--- config.mk ---
export PLATFORM = sky130hd
export DESIGN_NAME = pipe_stage_reg
export DESIGN_NICKNAME = d
export VERILOG_FILES = /design/src/rtl/pipe_stage_reg.sv
export SDC_FILE = /design/constraint.sdc
export NUM_CORES = 1
export LEC_CHECK = 0
export BUFFER_PORTS_ARGS = -buffer_cell sky130_fd_sc_hd__buf_2
export CORE_UTILIZATION = 43
export CTS_CLUSTER_SIZE = 20
export DETAILED_ROUTE_END_ITERATION = 6
export PLACE_DENSITY = 0.77
export SETUP_SLACK_MARGIN = 0.4
export SYNTH_ARGS = -nofsm -noshare
export SYNTH_HDL_FRONTEND = slang
export SYNTH_SLANG_ARGS = --single-unit
--- constraint.sdc ---
create_clock -name clk -period 1.4 [get_ports clk]
set_input_delay 0.14 -clock clk [delete_from_list [all_inputs] [get_ports clk]]
set_output_delay 0.14 -clock clk [all_outputs]
set_load 0.02 [all_outputs]
--- src/rtl/pipe_stage_reg.sv ---
// Pipeline stage register with valid/ready handshake and one-cycle latency.
// Define PIPE_SKID_EN for a registered in_ready backed by a second skid entry.
module pipe_stage_reg #(
    parameter int                 INSTR_W      = 32,
    parameter int                 DATA_W       = 32,
    parameter int                 PC_W         = 14,
    parameter int                 CTRL_W       = 8,
    parameter logic [INSTR_W-1:0] BUBBLE_INSTR = 32'h00000013
) (
    input  logic               clk,
    input  logic               rst,
    input  logic               flush,
    input  logic               in_valid,
    output logic               in_ready,
    input  logic [INSTR_W-1:0] instruction_in,
    input  logic [DATA_W-1:0]  alu_result_in,
    input  logic [PC_W-1:0]    pc_in,
    input  logic [CTRL_W-1:0]  ctrl_in,
    output logic               out_valid,
    input  logic               out_ready,
    output logic [INSTR_W-1:0] instruction_out,
    output logic [DATA_W-1:0]  alu_result_out,
    output logic [PC_W-1:0]    pc_out,
    output logic [CTRL_W-1:0]  ctrl_out
);

    localparam int E_W = INSTR_W + DATA_W + PC_W + CTRL_W;

`ifdef PIPE_SKID_EN
    typedef enum logic [1:0] {
        EMPTY = 2'd0,
        ONE   = 2'd1,
        TWO   = 2'd2
    } state_t;
`else
    typedef enum logic {
        EMPTY = 1'b0,
        ONE   = 1'b1
    } state_t;
`endif

    state_t         state;
    state_t         state_nx;
    logic [E_W-1:0] head_q;
    logic [E_W-1:0] in_entry;
    logic           rdy_q;
    logic           in_fire;
    logic           out_fire;
    logic           load_head;

    assign in_entry  = {instruction_in, alu_result_in, pc_in, ctrl_in};
    assign out_valid = (state != EMPTY);
    assign in_fire   = in_valid && in_ready;
    assign out_fire  = out_valid && out_ready;
    assign load_head = in_fire && ((state == EMPTY) || out_fire);

`ifdef PIPE_SKID_EN
    logic [E_W-1:0] skid_q;

    assign in_ready = rdy_q;
`else
    // rdy_q gates the combinational ready until the first edge after reset
    assign in_ready = rdy_q && ((state == EMPTY) || out_ready);
`endif

    always_comb begin
        state_nx = state;
        if (flush) begin
            state_nx = EMPTY;
        end else begin
            case (state)
                EMPTY: begin
                    if (in_fire) state_nx = ONE;
                end
                ONE: begin
`ifdef PIPE_SKID_EN
                    if (in_fire && !out_fire) state_nx = TWO;
                    else
`endif
                    if (!in_fire && out_fire) state_nx = EMPTY;
                end
`ifdef PIPE_SKID_EN
                TWO: begin
                    if (out_fire) state_nx = ONE;
                end
`endif
                default: state_nx = EMPTY;
            endcase
        end
    end

    always_ff @(posedge clk or negedge rst) begin
        if (!rst) begin
            state <= EMPTY;
            rdy_q <= 1'b0;
        end else begin
            state <= state_nx;
`ifdef PIPE_SKID_EN
            rdy_q <= (state_nx != TWO);
`else
            rdy_q <= 1'b1;
`endif
        end
    end

    always_ff @(posedge clk or negedge rst) begin
        if (!rst) begin
            head_q <= '0;
`ifdef PIPE_SKID_EN
            skid_q <= '0;
`endif
        end else if (!flush) begin
            if (load_head) begin
                head_q <= in_entry;
            end
`ifdef PIPE_SKID_EN
            else if ((state == TWO) && out_fire) begin
                head_q <= skid_q;
            end
            if (in_fire && (state == ONE) && !out_fire) begin
                skid_q <= in_entry;
            end
`endif
        end
    end

    assign instruction_out = out_valid ?
        head_q[E_W-1 -: INSTR_W] : BUBBLE_INSTR;
    assign alu_result_out  = out_valid ?
        head_q[PC_W+CTRL_W +: DATA_W] : '0;
    assign pc_out          = out_valid ?
        head_q[CTRL_W +: PC_W] : '0;
    assign ctrl_out        = out_valid ?
        head_q[CTRL_W-1:0] : '0;

endmodule

# Yosys cells after proc, flatten, opt, wreduce, memory -nomap -nowiden
# Index checks and enable logic that the tools add are counted.
# Widths: inputs -> output; s select.
totals:
  ff_bits: 88
  in_bits: 91
  out_inout_bits: 88
  wordCells: 22
op_classes:
  bitwise: 2
  n_mux: 8
  n_reduce_logical: 9
op_table:
  columns: ["op", "n"]
  rows:
  - ["$mux 32", 2]
  - ["$mux 14", 1]
  - ["$mux 8", 1]
  - ["$logic_and 1x1->1", 5]
  - ["$mux 1", 3]
  - ["$logic_or 1x1->1", 2]
  - ["$not 1->1", 2]
  - ["$pmux 1 s2", 1]
  - ["$reduce_and 2->1", 1]
  - ["$logic_not 1->1", 1]

# Logic depth before layout (Yosys ltp)
# Gate-level depths: netlist (run 1).
logic_depth:
  depth_word: 9
  mapped_depth: 5
  ltp_nobuf: 3

# Least setup slack after synthesis (run 1)
# Ideal clock, no wire load.
synth_path:
  kind: "flip-flop to flip-flop"
  start: "register state, in the netlist out_valid"
  end: "register head_q[38]"
  setup_time_ns: 0.125
  t_required_ns: 1.275
  synth_period_minus_slack_ns: 1.494
  stages_incl_launch_ff: 6
  t_arrival_ns: 1.369
  path_slack_ns: -0.094
  n_path_buf: 2
  cell_sequence: "dfrtp_1 > nand2b_2 > nand4b_4 > buf_6 > buf_6 > mux2_4"
synth_via:
  elab_chain_len: 6
synth_rtl:
  columns: ["element", "line_no", "text"]
  rows:
  - ["start: declaration", "42", "state_t state;"]
  - ["start signal: assignment", "97", "state <= state_nx;"]
  - ["$not 1->1", null, null]
  - ["$logic_or 1x1->1", "63", "assign in_ready = rdy_q && ((state == EMPTY) || out_ready);"]
  - ["$logic_and 1x1->1", "63", null]
  - ["$logic_and 1x1->1", "53", "assign in_fire = in_valid && in_ready;"]
  - ["$logic_and 1x1->1 *", "55", "assign load_head = in_fire && ((state == EMPTY) || out_fire);"]
  - ["$reduce_and 2->1 (no line) *", null, null]
  - ["end signal: assignment", "114", "head_q <= in_entry;"]
  - ["end: declaration", "44", "logic [E_W-1:0] head_q;"]
# Every way passes the cells marked *; elsewhere a longest branch is shown, timed or not.
# A chain may end at the register's enable or synchronous reset.

# Worst setup path in the final report (run 1)
layout_path:
  start: "register state, in the netlist out_valid"
  end: "register head_q[40]"
# The elaborated chain is that of the path after synthesis.

==> results.py, run 1 <==
metrics = {
    "floorplan": {
        "dieArea_um2": 9620,
        "start_util": 0.449,
        "fp.dieH_um": 98.1,
        "coreArea_um2": 8850,
        "io_pins": 179,
        "std_cell_rows": 34,
        "die_w_um": 98.1,
    },
    "hold_path": {
        "worstHoldPathType": "in2reg",
    },
    "synthesis": {
        "synthAdderAreaFrac": 0,
        "yosys.area.top_type": "dfrtp_1",
        "synth_area_per_cell_um2": 14.0,
        "synthSimpleGateAreaFrac": 0.145,
        "synthXorXnorAreaFrac": 0,
        "muxShareOfSynthArea": 0.271,
        "synth_top_family_by_area": "multiplexers",
        "yosys_warnings": 0,
        "ys_ff_latch": 88,
        "synth_compound_area_frac": 0.00126,
        "ys_top_cells_by_area": "dfrtp_1 55%, mux2_2 16%, and2_1 13%",
        "yosys.cell_types.count": 12,
        "synthCells": 283,
        "synth_area_um2": 3970,
        "yosysTopAreaCellShare": 0.555,
        "yosysSeqAreaShare": 0.555,
        "synth_fp_nets": 374,
    },
    "layout": {
        "instances_no_fill": 597,
        "area_delta_synth_final_pct": 51.9,
        "fin_area_um2": 6030,
        "drive_above_1_share": 0.804,
        "layout.nets": 575,
        "antennaDiodeCount": 0,
    },
    "routing": {
        "finalWirelength_um": 10100,
        "first_iter_violations": 124,
        "vias_per_cell": 4.76,
        "drc": 12,
        "post_drt_wl_per_cell_um": 16.8,
        "vias": 2842,
        "ant_nets": 0,
        "firstDrtPassIters": 6,
    },
    "power": {
        "power.density_nw_per_um2": 1110,
        "intPower_mw": 4.92,
        "pwr-share-clk": 0.262,
        "switchingPower_mw": 1.76,
        "power.share.combinational": 0.243,
        "p_leak_nw": 3.14,
        "pwr-share-seq": 0.495,
        "ir_worst_vdd_mv": 0.633,
        "swShare": 0.264,
    },
    "timing": {
        "rsz0062_at_grt": "yes",
        "timing.final.crit_share": 1.08,
        "post-route-min-period_ps": 1520,
        "final-hold-violation-count": 0,
        "max_freq_ghz": 0.659,
        "clock_skew_ps": 7.16,
        "finalSetupViolations": 169,
        "slew_violations": 0,
        "setup_ws_ps": -117,
    },
    "worst_setup_path": {
        "endpoint": "head_q[40]",
        "worst_setup_path_end_kind": "flip-flop",
        "r2r_end": "head_q[40]",
        "start_kind": "flip-flop",
        "crit_type": "reg2reg",
        "r2r-start": "out_valid",
        "worst-r2r-cell-count": 5,
        "reg2reg_slack_ps": -120,
        "critical_path.max_fanout": 8,
        "cp-startpoint": "out_valid",
        "cp.arrival_ps": 1740,
        "required_ps": 1620,
    },
    "placed_design": {
        "place.gp.congestion": 0.741,
        "place_area_um2": 5090,
        "pre_cts_ws_ps": 55.7,
        "place_inst": 557,
        "hpwlAfterDp_um": 5980,
        "io_buffer_count": 178,
    },
    "cts": {
        "tritoncts": "yes",
        "root_buffer": "clkbuf_8",
        "clkTransAtPathRegs_ps": 90,
        "cts-buffers-inserted": 9,
        "cts_max_path_buffers": 2,
        "htree_levels": 3,
        "clkLatencyLatePin_ps": 340,
        "cts.sinks": 88,
    },
    "global_routing": {
        "gr-total-overflow": 0,
        "grt_use_total": 0.194,
        "grt_pass1_vias": 2993,
        "grt_antenna_before_repair": 0,
        "grt_max_degree": 89,
        "grt_pass1_wl_um": 14500,
    },
    "status": {
        "violations": "DRC, setup timing",
        "outcome": "finished with violations",
    },
    "run": {
        "drv_cap": 0,
    },
}
## worst max-delay path, cell delays in order (launching register included)
cell and delay, ps:
dfrtp_2 470, nand2b_4 100, nand4b_4 170, buf_12 200, clkbuf_16 170, mux2_4 300
## worst min path at each step
stage,start,to,cells past startpoint
4_1_cts,instruction_in[13],head_q[67],2
2_1_floorplan,rst,head_q[0],0
5_1_grt,instruction_in[4],head_q[58],2
6_report,instruction_in[13],head_q[67],2
3_3_place_gp,rst,head_q[67],2
3_5_place_dp,rst,head_q[71],2
## state kept, by name, summed over array words and instances, names as in the netlist
| signal | count |
|---|---|
| head_q | 86 |
| out_valid | 1 |
| rdy_q | 1 |
## what timing repair did
item,4_1_cts,5_1_grt
setup endpoints to repair,175,175
gates resized for setup,39,73
hold buffers,2,2
buffers inserted,7,0
gates cloned,5,8
hold endpoints to repair,89,2
## power by group through the flow
stage	clock network [mW]	registers, mW	logic [mW]
after floorplan	0	3.25	0.985
after global placement	0	3.30	1.34
after detailed placement	0	3.34	1.39
after CTS	1.80	3.30	1.50
after global routing	1.91	3.37	1.74
final	1.75	3.31	1.62
## through the flow
stage                     TNS (ps)  total power, mW  hold WS (ps)   util
after floorplan               -217             4.23          -156      -
after global placement           0             4.64           212  0.575
after detailed placement         0             4.73           213  0.575
after CTS                   -11460             6.60          5.72  0.635
after global routing        -20150             7.02        -0.114  0.681
final                       -10340             6.68          24.4  0.681
## per-layer routing
layer	wire length, um	up-vias	global-route usage
met4	116	0	0.0676
li1	-	1337	-
met1	4360	1380	0.250
met3	702	10	0.0523
met5	0	-	0
met2	4870	115	0.317
## area by class of cell
cell class                      count  area, um^2
Tap cell                          108         135
Sequential cell                    88        2200
Clock buffer                       11         141
Clock inverter                      5        56.3
Timing Repair Buffer              208        1710
Multi-Input combinational cell    177        1790
Fill cell                         658        2820
## logic make-up (layout without fill, tap and decap cells)
group | count (synthesis) | count (layout)
AO/OA/AOI/OAI | 1 | 1
buffers and inverters | 18 | 224
flip-flops | 88 | 88
multiplexers | 86 | 86
other | 1 | 1
AND/OR/NAND/NOR | 89 | 89
## cells in the final DEF, fill, tap and decap left out, drive strengths merged
cell type,synthesis,layout
clkinv,0,3
clkinvlp,0,1
clkbuf,9,18
and2,84,84
bufinv,0,1
o21ai,1,1
nand4b,1,1
buf,9,197
conb,1,1
dlygate4sd3,0,4
mux2,86,86
dfrtp,88,88
nand2b,4,4
## Yosys cell counts, drive strengths merged
| cell type | count |
|---|---|
| dfrtp | 88 |
| o21ai | 1 |
| and2 | 84 |
| conb | 1 |
| buf | 9 |
| nand4b | 1 |
| mux2 | 86 |
| clkbuf | 9 |
| nand2b | 4 |
(Power assumes the default switching activity.)
==> run 2: changes to the inputs <==
--- a/config.mk
+++ b/config.mk
@@ -10,7 +10,7 @@
 export CTS_CLUSTER_SIZE = 20
 export DETAILED_ROUTE_END_ITERATION = 6
 export PLACE_DENSITY = 0.77
-export SETUP_SLACK_MARGIN = 0.4
+export SETUP_SLACK_MARGIN = 0.1
 export SYNTH_ARGS = -nofsm -noshare
 export SYNTH_HDL_FRONTEND = slang
 export SYNTH_SLANG_ARGS = --single-unit
==> run 2 against run 1 <==
The flow still finishes with violations (DRC, setup timing). Largest cell class unchanged. Clock power is 2% lower. Sequential power about the same. Routed wire length up 0.43%. Via count up 0.95%. Final cell count is 0.34% lower. Core utilization fell by 0.21 points. Total power down 0.22%.
==> results.py, run 2 (synthesis results as in run 1) <==
metrics = {
    "worst_setup_path": {
        "critical_path.max_fanout": 8,
        "r2r_end": "head_q[45]",
        "r2r-start": "out_valid",
        "worst_setup_path_end_kind": "flip-flop",
        "start_kind": "flip-flop",
        "reg2reg_slack_ps": -110,
        "crit_type": "reg2reg",
        "worst-r2r-cell-count": 5,
        "cp.arrival_ps": 1740,
        "required_ps": 1630,
    },
    "routing": {
        "ant_nets": 0,
        "vias": 2869,
        "finalWirelength_um": 10100,
        "vias_per_cell": 4.82,
        "drc": 10,
        "first_iter_violations": 102,
        "firstDrtPassIters": 6,
        "post_drt_wl_per_cell_um": 17.0,
    },
    "cts": {
        "tritoncts": "yes",
        "root_buffer": "clkbuf_8",
        "cts.sinks": 88,
        "clkTransAtPathRegs_ps": 90,
        "clkLatencyLatePin_ps": 340,
        "cts_max_path_buffers": 2,
        "cts-buffers-inserted": 9,
        "htree_levels": 3,
    },
    "power": {
        "swShare": 0.267,
        "ir_worst_vdd_mv": 0.731,
        "pwr-share-seq": 0.498,
        "power.share.combinational": 0.245,
        "pwr-share-clk": 0.257,
        "intPower_mw": 4.88,
        "p_leak_nw": 3.06,
        "power.density_nw_per_um2": 1110,
        "switchingPower_mw": 1.78,
    },
    "global_routing": {
        "grt_pass1_wl_um": 15200,
        "gr-total-overflow": 0,
        "grt_pass1_vias": 3048,
        "grt_antenna_before_repair": 0,
        "grt_use_total": 0.203,
        "grt_max_degree": 89,
    },
    "floorplan": {
        "coreArea_um2": 8850,
        "dieArea_um2": 9620,
        "start_util": 0.449,
        "io_pins": 179,
        "std_cell_rows": 34,
        "fp.dieH_um": 98.1,
        "die_w_um": 98.1,
    },
    "placed_design": {
        "place_area_um2": 5000,
        "place_inst": 559,
        "hpwlAfterDp_um": 6030,
        "io_buffer_count": 178,
        "place.gp.congestion": 0.713,
    },
    "layout": {
        "antennaDiodeCount": 0,
        "largest_register_ffs": 86,
        "fin_area_um2": 6010,
        "seq_area_um2": 2200,
        "fillers": 635,
        "final_cell_mix": "91 x buf_2, 87 x dfrtp_1, 83 x and2_1, 56 x mux2_2, 47 x buf_4",
        "final_common_cell": "buf_2",
        "multiInputGateArea_um2": 1670,
        "area_delta_synth_final_pct": 51.4,
        "instances_no_fill": 595,
        "layout.nets": 573,
        "drive_above_1_share": 0.624,
        "largest_register": "head_q",
    },
    "hold_path": {
        "min_path_cells": 2,
        "min_from": "alu_result_in[11]",
        "worstHoldPathType": "in2reg",
        "holdPathEnd": "head_q[33]",
    },
    "timing": {
        "max_freq_ghz": 0.662,
        "post-route-min-period_ps": 1510,
        "rsz0062_at_grt": "yes",
        "slew_violations": 0,
        "clock_skew_ps": 11.7,
        "setup_ws_ps": -112,
        "timing.final.crit_share": 1.08,
        "final-hold-violation-count": 0,
        "finalSetupViolations": 172,
    },
    "status": {
        "outcome": "finished with violations",
        "violations": "DRC, setup timing",
    },
    "run": {
        "drv_cap": 0,
    },
}
run 2: layout make-up:
cell class / instances / area share
clock inverter: 4 / 0.00916
sequential: 88 / 0.367
multi-input combinational: 177 / 0.279
clock buffer: 12 / 0.0225
timing repair buffer: 206 / 0.301
tap: 108 / 0.0225
run 2: worst max path at each step:
stage,start,end,slack (ps),cells after the start
6_report,out_valid,head_q[45],-110,5
5_1_grt,out_valid,head_q[49],-160,5
4_1_cts,out_valid,head_q[80],-80,5
3_5_place_dp,out_valid,head_q[13],50,4
3_3_place_gp,out_valid,head_q[79],90,4
2_1_floorplan,out_valid,head_q[38],-9,5
run 2: layer usage:
layer	vias up	track usage	part of all wire
met5	-	0	0
met4	0	0.0641	0.012
li1	1335	-	-
met1	1407	0.250	0.40
met3	11	0.0565	0.067
met2	116	0.348	0.52
run 2: timing repair:
item                                    CTS  global route
gates cloned                              4             8
gates resized for setup                 110            42
buffers inserted                          2             2
endpoints found under the hold margin    88             4
hold buffers                              1             4
endpoints found under the setup margin  160           175
run 2: power groups by stage:
stage	sequential (mW)	combinational [mW]	clock (mW)
2_1_floorplan	3.25	0.948	0
3_3_place_gp	3.31	1.31	0
3_5_place_dp	3.34	1.36	0
4_1_cts	3.30	1.53	1.77
5_1_grt	3.37	1.75	1.89
6_report	3.32	1.63	1.71
run 2: worst max-delay path, cell delays in order (launching register included):
cell and delay (ps):
dfrtp_2 480, nand2b_4 110, nand4b_4 150, buf_12 200, clkbuf_16 160, mux2_4 300
run 2: stage by stage:
stage	hold WS, ps	worst slack [ps]	power, mW	setup TNS (ps)	util
2_1_floorplan	-156	-8.55	4.20	-219	-
3_3_place_gp	213	86.2	4.61	0	0.565
3_5_place_dp	218	54.6	4.70	0	0.565
4_1_cts	2.44	-79.6	6.60	-5760	0.642
5_1_grt	-4.31	-160	7.02	-20350	0.679
6_report	23.8	-112	6.66	-10350	0.679
